===== src/rtl/up_down_mon_pkg.sv =====
// Shared types and constants for the up/down count monitor.
// Optional statistics counters are enabled with the MONITOR_STATS_EN macro.
package up_down_mon_pkg;

    localparam int CNT_W = 8;

    typedef enum logic [1:0] {
        IDLE       = 2'd0,
        ACQUIRE    = 2'd1,
        TRACK_UP   = 2'd2,
        TRACK_DOWN = 2'd3
    } mon_state_t;

    typedef enum logic [1:0] {
        STEP_UP = 2'd0,
        STEP_DN = 2'd1,
        HOLD    = 2'd2,
        JUMP    = 2'd3
    } step_class_t;

endpackage


===== src/rtl/up_down_mon_classifier.sv =====
// Combinational step classifier: compares the previous sample with the
// current one and reports the kind of step plus whether it crossed the
// max/0 boundary.
module up_down_mon_classifier
    import up_down_mon_pkg::*;
#(
    parameter int WIDTH = 4
) (
    input  logic [WIDTH-1:0] prev,
    input  logic [WIDTH-1:0] count_in,
    output step_class_t      step,
    output logic             wrap
);

    localparam logic [WIDTH-1:0] MAX_VAL  = '1;
    localparam logic [WIDTH-1:0] ZERO_VAL = '0;
    localparam logic [WIDTH-1:0] ONE_VAL  = WIDTH'(1);

    logic [WIDTH-1:0] delta;

    // Modular difference decides the class; wrap only qualifies single steps.
    always_comb begin
        delta = count_in - prev;
        step  = JUMP;
        wrap  = 1'b0;
        if (delta == ONE_VAL) begin
            step = STEP_UP;
            wrap = (prev == MAX_VAL);
        end else if (delta == MAX_VAL) begin
            step = STEP_DN;
            wrap = (prev == ZERO_VAL);
        end else if (delta == ZERO_VAL) begin
            step = HOLD;
        end
    end

endmodule


===== src/rtl/up_down_count_monitor.sv =====
// Passive monitor for an up/down counter bus. Tracks direction, flags
// wraps, loads (jumps) and stalls. Define MONITOR_STATS_EN to build the
// saturating reversal/jump counters; otherwise those ports read zero.
//
// state      | meaning
// -----------+------------------------------------------------------
// IDLE       | first edge after reset: capture sample, no classification
// ACQUIRE    | direction unknown, waiting for a single up/down step
// TRACK_UP   | counter observed stepping up
// TRACK_DOWN | counter observed stepping down
module up_down_count_monitor
    import up_down_mon_pkg::*;
#(
    parameter int WIDTH       = 4,
    parameter int STALL_LIMIT = 8
) (
    input  logic             clk,
    input  logic             reset,
    input  logic [WIDTH-1:0] count_in,
    output logic             dir_valid,
    output logic             dir_up,
    output logic             wrap_pulse,
    output logic             jump_pulse,
    output logic             stall_flag,
    output logic [CNT_W-1:0] dir_change_count,
    output logic [CNT_W-1:0] jump_count
);

    localparam logic [CNT_W-1:0] STALL_TH = CNT_W'(STALL_LIMIT - 1);
    localparam logic [CNT_W-1:0] CNT_MAX  = '1;

    mon_state_t       state;
    logic [WIDTH-1:0] prev;
    logic [CNT_W-1:0] hold_cnt;
    logic [CNT_W-1:0] hold_next;
    step_class_t      step;
    logic             wrap;

    up_down_mon_classifier #(
        .WIDTH (WIDTH)
    ) u_classifier (
        .prev     (prev),
        .count_in (count_in),
        .step     (step),
        .wrap     (wrap)
    );

    // Consecutive-equal-sample counter; the capture edge does not classify.
    always_comb begin
        hold_next = '0;
        if (state == IDLE) begin
            hold_next = hold_cnt;
        end else if (step == HOLD) begin
            hold_next = (hold_cnt == CNT_MAX) ? hold_cnt : hold_cnt + CNT_W'(1);
        end
    end

    // Direction FSM with registered outputs.
    always_ff @(posedge clk or negedge reset) begin
        if (!reset) begin
            state      <= IDLE;
            prev       <= '0;
            hold_cnt   <= '0;
            dir_valid  <= 1'b0;
            dir_up     <= 1'b0;
            wrap_pulse <= 1'b0;
            jump_pulse <= 1'b0;
            stall_flag <= 1'b0;
        end else begin
            prev       <= count_in;
            hold_cnt   <= hold_next;
            stall_flag <= (hold_next >= STALL_TH);
            wrap_pulse <= 1'b0;
            jump_pulse <= 1'b0;
            if (state == IDLE) begin
                state     <= ACQUIRE;
                dir_valid <= 1'b0;
            end else begin
                // A wrapping single step counts in every classifying state,
                // including a reversal that happens to cross the boundary.
                wrap_pulse <= wrap;
                case (step)
                    STEP_UP: begin
                        state     <= TRACK_UP;
                        dir_valid <= 1'b1;
                        dir_up    <= 1'b1;
                    end
                    STEP_DN: begin
                        state     <= TRACK_DOWN;
                        dir_valid <= 1'b1;
                        dir_up    <= 1'b0;
                    end
                    HOLD: begin
                        state <= state;
                    end
                    default: begin
                        state      <= ACQUIRE;
                        dir_valid  <= 1'b0;
                        jump_pulse <= 1'b1;
                    end
                endcase
            end
        end
    end

`ifdef MONITOR_STATS_EN
    logic reversal;
    logic jump_evt;

    assign reversal = ((state == TRACK_UP) && (step == STEP_DN)) ||
                      ((state == TRACK_DOWN) && (step == STEP_UP));
    assign jump_evt = (state != IDLE) && (step == JUMP);

    // Saturating statistics; cleared only by reset.
    always_ff @(posedge clk or negedge reset) begin
        if (!reset) begin
            dir_change_count <= '0;
            jump_count       <= '0;
        end else begin
            if (reversal && (dir_change_count != CNT_MAX)) begin
                dir_change_count <= dir_change_count + CNT_W'(1);
            end
            if (jump_evt && (jump_count != CNT_MAX)) begin
                jump_count <= jump_count + CNT_W'(1);
            end
        end
    end
`else
    assign dir_change_count = '0;
    assign jump_count       = '0;
`endif

endmodule


===== config.mk =====
export PLATFORM = sky130hd
export DESIGN_NAME = up_down_count_monitor
export DESIGN_NICKNAME = d
export VERILOG_FILES = /design/src/rtl/up_down_mon_pkg.sv /design/src/rtl/up_down_mon_classifier.sv /design/src/rtl/up_down_count_monitor.sv
export SDC_FILE = /design/constraint.sdc
export NUM_CORES = 1
export LEC_CHECK = 0
export CAP_MARGIN = 20
export CORE_UTILIZATION = 49
export CTS_BUF_LIST = sky130_fd_sc_hd__clkbuf_16
export DETAILED_ROUTE_END_ITERATION = 12
export PLACE_DENSITY = 0.78
export RECOVER_POWER = 100
export SYNTH_ARGS = -nofsm -noshare
export SYNTH_HDL_FRONTEND = slang
export SYNTH_SLANG_ARGS = --single-unit

===== constraint.sdc =====
create_clock -name clk -period 2.51 [get_ports clk]
set_input_delay 0.3765 -clock clk [delete_from_list [all_inputs] [get_ports clk]]
set_output_delay 0.3765 -clock clk [all_outputs]
set_load 0.05 [all_outputs]

==> qor.yml <==
status:
  status: "completed"
cells_and_area:
  design_area_mm2: 0.00132
  final_nets: 151
  syn_to_final_growth_pct: 11.2
  fin_util: 0.589
  diodes: 0
  fin_cells: 167
  num-fill-cells: 203
  layout-drive-gt1-share: 0.0935
  regArea_um2: 450
  multi_input_area_um2: 598
floorplan:
  die_y_um: 51.1
  start_util: 0.529
  num_rows: 17
  dieArea_mm2: 0.00261
  die_w_um: 51.1
  num_io_pins: 27
  core-area_mm2: 0.00223
synth:
  netlist_area_mm2: 0.00118
  synthTopCellsByArea: "dfrtp_1 (38%), buf_4 (10%), ha_1 (4.2%)"
  synth_cell_types: 36
  syn_avg_cell_area_um2: 9.31
  syn_inst: 127
  async_flop_share: 1.00
  synth_top_area_share: 0.381
  synth-seq-cells: 18
  synth_most_common_cell: "dfrtp_1"
  synth.yosys.seq_area_share: 0.381
  synth_edf_count: 0
  synthTopCellsByCount: "dfrtp_1 (18), buf_4 (16), nand2_1 (11), nor2_1 (11), inv_1 (8)"
  yosysWarnings: 0
  yosysTopAreaCell: "dfrtp_1"
  ys.flop_type: "dfrtp_1"
timing:
  relSlewSlack: 0.434
  finalHoldViolCount: 0
  fmax_ghz: 0.414
  worst_slew_pin_slew_ns: 0.845
  finClkSkew_ns: 0.00314
  period_share: 0.962
  drv_slew: 0
  grt_setup_unrepaired: "no"
  finalSetupViolCount: 0
  min_period_ns: 2.41
cts:
  path_clk_slew_ns: 0.05
  clock_latency_ns: 0.25
  cts_tree: "done"
  cts-buffers-inserted: 3
  cts_max_path_buffers: 2
  root_buffer: "clkbuf_16"
  hold_buffers: 0
  cts_setup_buffers: 0
  htree_levels: 1
  cts-resized-gates: 0
  clock_sinks: 18
global_route:
  grt_pass1_vias: 827
  overflow: 0
  antenna_found_initial: 0
  grt_usage: 0.196
  grt_pass1_wl_um: 3700
  grt_max_degree: 19
detailed_routing:
  drc_errors: 0
  vias: 915
  via_per_inst: 5.48
  wire_per_inst_um: 13.8
  drt_first_pass_iters: 4
  wirelength_um: 2300
  ant_nets: 0
  dr.first_iter.drc_count: 29
job:
  cap_violations: 0
critical_path:
  crit_path_end_kind: "flop"
  crit_type: "input pin to flop"
  critical_path_arrival_ns: 2.58
  r2r_start: "prev[2]"
  crit_path_max_fanout: 8
  cp-start-kind: "input pin"
  critPathRequiredTime_ns: 2.68
  startpoint: "count_in[1]"
placed_design:
  gp_congestion: 0.897
  place_inst: 163
  port_buffers: 10
  place_area_mm2: 0.00124
  dp_hpwl_um: 1700
power_and_ir_drop:
  p_total_mw: 0.894
  p_leak_nw: 0.596
  power_density_mw_per_mm2: 680
  ir_drop_v: 0.000519
min_path:
  hold_class: "flop to flop"
  hold_start: "dir_up"
per-layer routing:
metal	global-route usage	up-vias	part of all wire
met5	0	-	0
li1	-	438	-
met2	0.318	25	0.52
met3	0.0655	4	0.044
met1	0.239	448	0.42
met4	0.0741	0	0.010
cell families (layout without fill, tap and decap cells):
group	Yosys count	after routing	share of synthesized area
DFF	18	18	0.381
adders and majority gates	5	5	0.0593
other	1	16	0.00317
xor gates and xnor gates	9	9	0.0730
buffers and inverters	28	25	0.155
and+or+nand+nor	41	41	0.170
AOI/OAI and AO/OA	25	25	0.159
final cells by class:
| class | count | share of cell area |
|---|---|---|
| Sequential cell | 18 | 0.343 |
| Timing Repair Buffer | 13 | 0.0932 |
| Tap cell | 28 | 0.0266 |
| Inverter | 8 | 0.0228 |
| Multi-Input combinational cell | 96 | 0.455 |
| Clock inverter | 1 | 0.00285 |
| Clock buffer | 3 | 0.0571 |
registers in the layout, indices dropped and copies added, names as in the netlist:
register	flops
dir_valid	1
wrap_pulse	1
state	1
dir_up	1
hold_cnt	8
jump_pulse	1
stall_flag	1
prev	4
critical path, stage by stage:
cell and delay (ns):
dlygate4sd3_1 0.60, ha_1 0.31, nand2_1 0.04, o21ai_0 0.33, xnor2_2 0.22, o41ai_1 0.46, a22oi_1 0.14, o2111ai_1 0.11
report_power, final:
part | internal [mW] | leakage, nW | switching [mW]
sequential | 0.309 | 0.228 | 0.0158
clock | 0.212 | 0.0385 | 0.113
combinational | 0.0675 | 0.329 | 0.176
placed cells by master (no fill, tap or decap), drive strengths merged, types with 2 or more instances in the layout:
master and n:
ha 4, nor2 11, a31oi 2, dfrtp 18
xor2 3, a22oi 2, inv 8, clkbuf 3
nand2 11, o31ai 2, a41oi 2, a211oi 4
nand3 4, buf 3, dlygate4sd3 9, and3 3
conb 16, nor3 6, a21oi 6, xnor2 6
o21ai 2, nor4 2
stage by stage:
stage | hold slack (ns) | TNS (ns) | setup WS (ns)
after floorplan | 0.0809 | 0 | 0.559
after global placement | 0.501 | 0 | 0.0766
final | 0.537 | 0 | 0.0964
after CTS | 0.538 | 0 | 0.209
after detailed placement | 0.524 | -0.0213 | -0.0213
after global routing | 0.572 | 0 | 0.0148
worst paths after layout:
check                              end  slack [ns]  depth (start not counted)
setup / recovery            stall_flag         0.1                          8
min in group asynchronous  hold_cnt[2]        0.68                          1
hold / removal                  dir_up        0.54                          1
max in group asynchronous       dir_up        1.31                          1
setup reg to reg            stall_flag        0.38                          8
hold reg to reg                 dir_up        0.54                          1
Power figures use the tool's default switching activity.
